<file path="src/rtl/player_input_conditioner_pkg.sv">
// Shared definitions for the player input conditioner.
// Contents: ammo FSM state enum, default timing/capacity constants and the
// helper that sizes the ammo count for a given magazine capacity.
package game_input_pkg;

    typedef enum logic {
        READY     = 1'b0,
        RELOADING = 1'b1
    } ammo_state_t;

    localparam int DEF_MAG_SIZE        = 4;
    localparam int DEF_DEBOUNCE_CYCLES = 250000;    // 10 ms at 25 MHz
    localparam int DEF_RELOAD_CYCLES   = 12500000;  // 0.5 s at 25 MHz

    // Smallest width able to hold 0..mag_size.
    function automatic int ammo_width(input int mag_size);
        return $clog2(mag_size + 1);
    endfunction

endpackage

</file>
<file path="src/rtl/player_input_conditioner_if.sv">
// Bundle between the raw button pins / game logic and the conditioner.
// master: game top side (drives freeze and raw buttons, consumes results)
// slave : player_input_conditioner
//   freeze, btn_*_raw            -> conditioner
//   move_left/right, fire_pulse,
//   empty_click, ammo, reloading <- conditioner
interface player_input_conditioner_if #(
    parameter int AMMO_W = 3
);
    logic              freeze;
    logic              btn_left_raw;
    logic              btn_right_raw;
    logic              btn_fire_raw;
    logic              btn_reload_raw;
    logic              move_left;
    logic              move_right;
    logic              fire_pulse;
    logic              empty_click;
    logic [AMMO_W-1:0] ammo;
    logic              reloading;

    modport master (
        output freeze, btn_left_raw, btn_right_raw, btn_fire_raw, btn_reload_raw,
        input  move_left, move_right, fire_pulse, empty_click, ammo, reloading
    );

    modport slave (
        input  freeze, btn_left_raw, btn_right_raw, btn_fire_raw, btn_reload_raw,
        output move_left, move_right, fire_pulse, empty_click, ammo, reloading
    );
endinterface

</file>
<file path="src/rtl/player_input_conditioner_button_debouncer.sv">
// Single push-button front end: 2-flop synchroniser followed by a
// stable-count debouncer.
// Ports:
//   vga_clk  pixel clock
//   reset    synchronous, active-high
//   raw      asynchronous button input
//   level    debounced button level
//   rise     one-cycle pulse, high in the cycle level goes 0->1
module button_debouncer #(
    parameter int DEBOUNCE_CYCLES = 250000
) (
    input  logic vga_clk,
    input  logic reset,
    input  logic raw,
    output logic level,
    output logic rise
);
    localparam int CW = $clog2(DEBOUNCE_CYCLES + 1);

    logic          sync_1;
    logic          sync_2;
    logic [CW-1:0] cnt;

    always_ff @(posedge vga_clk) begin
        if (reset) begin
            sync_1 <= 1'b0;
            sync_2 <= 1'b0;
            level  <= 1'b0;
            rise   <= 1'b0;
            cnt    <= '0;
        end else begin
            sync_1 <= raw;
            sync_2 <= sync_1;
            rise   <= 1'b0;
            if (sync_2 != level) begin
                // Toggle only after DEBOUNCE_CYCLES+1 consecutive
                // disagreeing samples; any agreement restarts the count.
                if (cnt == CW'(DEBOUNCE_CYCLES)) begin
                    level <= ~level;
                    rise  <= ~level;
                    cnt   <= '0;
                end else begin
                    cnt <= cnt + CW'(1);
                end
            end else begin
                cnt <= '0;
            end
        end
    end

endmodule

</file>
<file path="src/rtl/player_input_conditioner.sv">
// Player push-button front end: debounces left/right/fire/reload, gates
// movement, and owns the magazine count and reload sequence.
// Ports:
//   vga_clk  pixel clock
//   reset    synchronous, active-high; aborts a reload and refills ammo
//   pin      player_input_conditioner_if.slave (freeze, raw buttons in;
//            move_left/right, fire_pulse, empty_click, ammo, reloading out)
//
// Ammo FSM
//   state     | meaning
//   READY     | fire/reload presses accepted
//   RELOADING | reload timer running, all presses dropped
module player_input_conditioner
    import game_input_pkg::*;
#(
    parameter int DEBOUNCE_CYCLES = DEF_DEBOUNCE_CYCLES,
    parameter int MAG_SIZE        = DEF_MAG_SIZE,
    parameter int AMMO_W          = ammo_width(MAG_SIZE),
    parameter int RELOAD_CYCLES   = DEF_RELOAD_CYCLES
) (
    input logic                        vga_clk,
    input logic                        reset,
    player_input_conditioner_if.slave  pin
);
    localparam int RCW = $clog2(RELOAD_CYCLES + 1);

    logic deb_left, deb_right, deb_fire, deb_reload;
    logic fire_rise, reload_rise;
    logic left_rise_unused, right_rise_unused;

    button_debouncer #(.DEBOUNCE_CYCLES(DEBOUNCE_CYCLES)) u_deb_left (
        .vga_clk (vga_clk), .reset (reset), .raw (pin.btn_left_raw),
        .level   (deb_left), .rise (left_rise_unused)
    );
    button_debouncer #(.DEBOUNCE_CYCLES(DEBOUNCE_CYCLES)) u_deb_right (
        .vga_clk (vga_clk), .reset (reset), .raw (pin.btn_right_raw),
        .level   (deb_right), .rise (right_rise_unused)
    );
    button_debouncer #(.DEBOUNCE_CYCLES(DEBOUNCE_CYCLES)) u_deb_fire (
        .vga_clk (vga_clk), .reset (reset), .raw (pin.btn_fire_raw),
        .level   (deb_fire), .rise (fire_rise)
    );
    button_debouncer #(.DEBOUNCE_CYCLES(DEBOUNCE_CYCLES)) u_deb_reload (
        .vga_clk (vga_clk), .reset (reset), .raw (pin.btn_reload_raw),
        .level   (deb_reload), .rise (reload_rise)
    );

    ammo_state_t        state_q, state_n;
    logic [AMMO_W-1:0]  ammo_q, ammo_n;
    logic [RCW-1:0]     rcnt_q, rcnt_n;
    logic               fire_q, fire_n;
    logic               empty_q, empty_n;
    logic               move_left_q, move_right_q;
    logic               fire_held_unused;

    // The fire level itself is only consumed through its rise pulse.
    assign fire_held_unused = deb_fire ^ deb_reload;

    always_ff @(posedge vga_clk) begin
        if (reset) begin
            state_q      <= READY;
            ammo_q       <= AMMO_W'(MAG_SIZE);
            rcnt_q       <= '0;
            fire_q       <= 1'b0;
            empty_q      <= 1'b0;
            move_left_q  <= 1'b0;
            move_right_q <= 1'b0;
        end else begin
            state_q      <= state_n;
            ammo_q       <= ammo_n;
            rcnt_q       <= rcnt_n;
            fire_q       <= fire_n;
            empty_q      <= empty_n;
            // Both directions held cancels out.
            move_left_q  <= deb_left  & ~deb_right & ~pin.freeze;
            move_right_q <= deb_right & ~deb_left  & ~pin.freeze;
        end
    end

    // Freeze holds everything; rise pulses arriving meanwhile are lost.
    always_comb begin
        state_n = state_q;
        ammo_n  = ammo_q;
        rcnt_n  = rcnt_q;
        fire_n  = 1'b0;
        empty_n = 1'b0;
        if (!pin.freeze) begin
            case (state_q)
                READY: begin
                    // Fire wins over a simultaneous reload press.
                    if (fire_rise) begin
                        if (ammo_q != '0) begin
                            fire_n = 1'b1;
                            ammo_n = ammo_q - AMMO_W'(1);
                        end else begin
                            empty_n = 1'b1;
                        end
                    end else if (reload_rise && (ammo_q < AMMO_W'(MAG_SIZE))) begin
                        state_n = RELOADING;
                        rcnt_n  = RCW'(RELOAD_CYCLES);
                    end
                end
                RELOADING: begin
                    if (rcnt_q <= RCW'(1)) begin
                        state_n = READY;
                        ammo_n  = AMMO_W'(MAG_SIZE);
                        rcnt_n  = '0;
                    end else begin
                        rcnt_n = rcnt_q - RCW'(1);
                    end
                end
                default: state_n = READY;
            endcase
        end
    end

    assign pin.move_left   = move_left_q;
    assign pin.move_right  = move_right_q;
    assign pin.fire_pulse  = fire_q;
    assign pin.empty_click = empty_q;
    assign pin.ammo        = ammo_q;
    assign pin.reloading   = (state_q == RELOADING);

endmodule

</file>
<file path="src/flat_wrapper.sv">
// flat-port wrapper written by rule: the top's interface ports become plain ports
module player_input_conditioner_flat import game_input_pkg::*;
#(
    parameter int DEBOUNCE_CYCLES = DEF_DEBOUNCE_CYCLES,
    parameter int MAG_SIZE        = DEF_MAG_SIZE,
    parameter int AMMO_W          = ammo_width(MAG_SIZE),
    parameter int RELOAD_CYCLES   = DEF_RELOAD_CYCLES
)
  (vga_clk, reset, pin_freeze, pin_btn_left_raw, pin_btn_right_raw, pin_btn_fire_raw, pin_btn_reload_raw, pin_move_left, pin_move_right, pin_fire_pulse, pin_empty_click, pin_ammo, pin_reloading);
  player_input_conditioner_if #(.AMMO_W(AMMO_W)) pin_i ();
  input logic vga_clk;
  input logic reset;
  input wire logic [$bits(pin_i.freeze)-1:0] pin_freeze;
  input wire logic [$bits(pin_i.btn_left_raw)-1:0] pin_btn_left_raw;
  input wire logic [$bits(pin_i.btn_right_raw)-1:0] pin_btn_right_raw;
  input wire logic [$bits(pin_i.btn_fire_raw)-1:0] pin_btn_fire_raw;
  input wire logic [$bits(pin_i.btn_reload_raw)-1:0] pin_btn_reload_raw;
  output wire logic [$bits(pin_i.move_left)-1:0] pin_move_left;
  output wire logic [$bits(pin_i.move_right)-1:0] pin_move_right;
  output wire logic [$bits(pin_i.fire_pulse)-1:0] pin_fire_pulse;
  output wire logic [$bits(pin_i.empty_click)-1:0] pin_empty_click;
  output wire logic [$bits(pin_i.ammo)-1:0] pin_ammo;
  output wire logic [$bits(pin_i.reloading)-1:0] pin_reloading;
  assign pin_i.freeze = pin_freeze;
  assign pin_i.btn_left_raw = pin_btn_left_raw;
  assign pin_i.btn_right_raw = pin_btn_right_raw;
  assign pin_i.btn_fire_raw = pin_btn_fire_raw;
  assign pin_i.btn_reload_raw = pin_btn_reload_raw;
  assign pin_move_left = pin_i.move_left;
  assign pin_move_right = pin_i.move_right;
  assign pin_fire_pulse = pin_i.fire_pulse;
  assign pin_empty_click = pin_i.empty_click;
  assign pin_ammo = pin_i.ammo;
  assign pin_reloading = pin_i.reloading;
  player_input_conditioner #(.DEBOUNCE_CYCLES(DEBOUNCE_CYCLES), .MAG_SIZE(MAG_SIZE), .AMMO_W(AMMO_W), .RELOAD_CYCLES(RELOAD_CYCLES)) u_core (.vga_clk(vga_clk), .reset(reset), .pin(pin_i));
endmodule
</file>
<file path="config.mk">
export PLATFORM = sky130hd
export DESIGN_NAME = player_input_conditioner_flat
export DESIGN_NICKNAME = d
export VERILOG_FILES = /design/src/rtl/player_input_conditioner_pkg.sv /design/src/rtl/player_input_conditioner_if.sv /design/src/rtl/player_input_conditioner_button_debouncer.sv /design/src/rtl/player_input_conditioner.sv /design/src/flat_wrapper.sv
export SDC_FILE = /design/constraint.sdc
export NUM_CORES = 1
export LEC_CHECK = 0
export ABC_AREA = 1
export BUFFER_PORTS_ARGS = -buffer_cell sky130_fd_sc_hd__buf_2
export CAP_MARGIN = 40
export CORE_UTILIZATION = 35
export DETAILED_ROUTE_END_ITERATION = 10
export MAX_ROUTING_LAYER = met4
export SLEW_MARGIN = 20
export SYNTH_ARGS = -nofsm -noshare
export SYNTH_HDL_FRONTEND = slang
export SYNTH_SLANG_ARGS = --single-unit
export TNS_END_PERCENT = 50
</file>
<file path="constraint.sdc">
create_clock -name vga_clk -period 2 [get_ports vga_clk]
set_clock_uncertainty 0.1 [all_clocks]
set_input_delay 0.4 -clock vga_clk [delete_from_list [all_inputs] [get_ports vga_clk]]
set_output_delay 0.4 -clock vga_clk [all_outputs]
set_load 0.01 [all_outputs]
</file>
==> metrics.log <==
[metrics] outcome: completed
[metrics] Final Setup Violations: 0
[metrics] destination of the worst register-to-register timing path: u_core.u_deb_left.cnt[12]
[metrics] synthesis-to-layout area growth: 15.3%
[metrics] count of buffers from port buffering: 14
[metrics] Routed WL: roughly 12000 microns
[metrics] Remaining DRCs: 0
[metrics] kind of start point of the critical path: flop
[metrics] number of synthesized register bits: 118
[metrics] EDFF count, synth: 0
[metrics] detailed-route wire length per cell: 11.2 microns
[metrics] final setup TNS: 0 ns
[metrics] synthesized area per cell: a little over 7 sq um
[metrics] hold slack: just under 0.08 ns
[metrics] final critical-path required period: between 1.5 and 2 ns
[metrics] Relative slew margins: 0.725
[metrics] Max stage delay cell, worst path: sky130_fd_sc_hd__dfxtp_1
[metrics] count of routing violations after the opening detailed-route iteration: between 200 and 300
[metrics] peak fanout along the critical path: 7
[metrics] n_diodes: 0
[metrics] Critical Path End Type: flop
[metrics] total clock buffers created by CTS: 17
[metrics] end point of the critical path: u_core.u_deb_left.cnt[12]
[metrics] leading area contributor after synthesis: sky130_fd_sc_hd__dfxtp_1
[metrics] portion of the post-synthesis area used by sequential elements: 0.398
[metrics] Congestion Overflow GR: 0
[metrics] Final Wtd Congestion: approximately 0.87
[metrics] number of nets at the end of the flow: just under 900
[metrics] Max stage delay on crit path: 0.44 ns
[metrics] overall die height: around 130 microns
[metrics] maximum level of the CTS H-tree: 4
[metrics] standby leakage power: ~2.5 nW
[metrics] placeable core region: 16600 sq um
[metrics] most frequent cell after synthesis: sky130_fd_sc_hd__nand2_1
[metrics] total number of clock tree sinks: 118
[metrics] ranking of synthesized cells by instance count: sky130_fd_sc_hd__nand2_1, sky130_fd_sc_hd__nor2_1, sky130_fd_sc_hd__dfxtp_1
[metrics] die width: about 130 microns
[metrics] class of the worst hold path: primary input to flop
[metrics] power density over the cells: 796 nW/um^2
[metrics] final clock period utilization by the worst path: 0.878
[metrics] yosys warns: 0
[metrics] Worst R2R Start: u_core.u_deb_left.cnt[0]
[metrics] maximum clock rate: between 0.5 and 0.6 GHz
[metrics] Die Area: roughly 17000 sq um
[metrics] worst vdd rail ir drop: 643 uV
[metrics] slew at the pin closest to its max-slew limit: around 0.41 ns
[metrics] HPWL Detailed: between 9000 and 10000 microns
[metrics] critical path data arrival time: 2.02 ns
[metrics] initial cell density of the core: 0.358
[metrics] critical path class: flop to flop
[metrics] required time of the critical path: approximately 2.3 ns
[metrics] post-cts resize count: 0
[metrics] slack of the worst reg-to-reg path: 0.24 ns
[metrics] TritonCTS clock tree: done
[metrics] top area cells in the synthesized netlist: sky130_fd_sc_hd__dfxtp_1, sky130_fd_sc_hd__nand2_1, sky130_fd_sc_hd__nor2_1
[metrics] Post-Synthesis Cells: around 840
[metrics] GRT Util Overall: 0.157
[metrics] clock latency reported for the late side of the worst-skew pair: around 0.43 ns
[metrics] pin count of the biggest net entering global routing: 26
[metrics] total of max-cap violations: 0
[metrics] endpoints failing hold: 0
[metrics] fraction of post-synthesis cell area in the top cell type by area: 0.398
[metrics] family of cells with the greatest summed delay on the critical path: simple AND/OR/NAND/NOR gates
[metrics] max-slew violation count: 0
[metrics] count of boundary I/O pins: 15
[metrics] antenna violations before repair: 0
[metrics] clock transition at the registers of the reported paths: 0.05 ns
[metrics] r2r worst-path depth: 9
[metrics] flip-flop cell with the highest count after synthesis: sky130_fd_sc_hd__dfxtp_1
[metrics] cell chain of the critical path: ha_1, nand3_1, nor2_2, nand3_2, nor2_4, nand2_2, o21bai_2, nand2_1, nor2_2
[metrics] Detailed Routing Iterations Pass 1: 5
[metrics] Worst path most repeated cell: sky130_fd_sc_hd__nor2_2
[metrics] share of final-layout standard cells stronger than drive strength 1: 0.112
[metrics] vias per cell: about 4.6
[metrics] Critical path buffers and inverters: 0
[metrics] buffers inserted during post-CTS setup optimization: 0
[metrics] buffer type at the clock tree root: sky130_fd_sc_hd__clkbuf_16
[metrics] placement row count: 47
[metrics] logic depth of the worst setup path including buffers: 9
[metrics] hold_buf cts: 0
[metrics] Synthesized Nets: 860
[metrics] worst setup path start: u_core.u_deb_left.cnt[0]
[metrics] wire length of the first global-routing pass: around 21000 microns
[metrics] FFs w/ async S/R, synth: 0
[metrics] total via count in the routed design: between 5000 and 6000
[metrics] unrepaired setup endpoints after global routing: no
[metrics] Clock Path Buffers: 2
[metrics] number of antenna-violating nets in the routed design: 0
[metrics] fillcell total: ~1700
[metrics] summed instance area of the synthesized netlist: 5930 sq um
[metrics] count of distinct cell types in the synthesized netlist: 42
[metrics] vias in the first global route: 4761
-- worst reg2reg max path, stage by stage (launching register included) --
cell and delay (ns):
sky130_fd_sc_hd__dfxtp_1 0.44, sky130_fd_sc_hd__ha_1 0.22, sky130_fd_sc_hd__nand3_1 0.13, sky130_fd_sc_hd__nor2_2 0.18, sky130_fd_sc_hd__nand3_2 0.13, sky130_fd_sc_hd__nor2_4 0.17
sky130_fd_sc_hd__nand2_2 0.08, sky130_fd_sc_hd__o21bai_2 0.10, sky130_fd_sc_hd__nand2_1 0.07, sky130_fd_sc_hd__nor2_2 0.06
-- layout make-up --
class	count	area, sq um	share of cell area
Sequential cell	118	2360	0.346
Inverter	109	414	0.0606
Timing Repair Buffer	20	115	0.0168
Tap cell	220	275	0.0403
Clock buffer	23	488	0.0714
Clock inverter	8	97.6	0.0143
Multi-Input combinational cell	603	3080	0.451
-- power by group --
part           leakage [nW]  total [mW]  switching (mW)  internal, mW
sequential            0.952        2.37         0.00594          2.36
clock                 0.281        3.01            1.06          1.95
combinational          1.31      0.0629          0.0449        0.0181
-- placed cells by master, fill, tap and decap left out, drive strengths merged, types with 8 or more instances in the layout --
cell type	instances
nand2	164
nor2	156
dfxtp	118
inv	109
nand3	65
a21oi	56
nor3	36
o21ai	24
clkbuf	23
nand4	21
xor2	21
buf	20
ha	12
or2	11
xnor2	10
nand3b	8
-- how the worst min path moves through the flow --
stage | start | end | slack (ns) | cells after the start
global route | pin_btn_reload_raw | u_core.u_deb_reload.sync_1 | 0.07 | 3
detailed placement | u_core.u_deb_fire.sync_1 | u_core.u_deb_fire.sync_2 | 0.29 | 2
global placement | u_core.u_deb_left.sync_1 | u_core.u_deb_left.sync_2 | 0.29 | 2
CTS | pin_btn_reload_raw | u_core.u_deb_reload.sync_1 | 0.07 | 3
finish | pin_btn_reload_raw | u_core.u_deb_reload.sync_1 | 0.08 | 3
floorplan | u_core.u_deb_fire.sync_1 | u_core.u_deb_fire.sync_2 | 0.29 | 2
-- routing by layer --
layer  vias to the layer above  track usage  share of wire
met3                        14       0.0431          0.032
met1                      2243        0.189           0.51
met2                        56        0.242           0.44
li1                       2764            -              -
met4                         0       0.0756          0.020
met5                         -            -              0
-- kinds of logic after synthesis --
family,Yosys count,synth area share
fa+ha+maj,12,0.0253
flops,118,0.398
compound gates,89,0.0815
buf+inv,120,0.0817
xor+xnor,31,0.0458
simple gates,471,0.367
-- flip-flops by register name (all words and copies together) (netlist names), 3 cells and up --
signal,flops
u_core.u_deb_left.cnt,18
u_core.u_deb_right.cnt,18
u_core.u_deb_reload.cnt,18
u_core.u_deb_fire.cnt,18
u_core.pin.ammo,3
u_core.rcnt_q,24
-- per-stage QoR --
step                      cell area (sq um)  setup WS (ns)  power (mW)   util  std cells
after detailed placement               6250          0.239        2.48  0.377       1070
after global placement                 6250          0.300        2.48  0.377       1070
final                                  6840          0.245        5.44  0.412       1101
after floorplan                        5930          0.434        2.46      -        841
after global routing                   6840         0.0572        5.62  0.412       1101
after CTS                              6840          0.227        5.51  0.412       1101
Note: power is estimated with default switching activity, not from simulation.
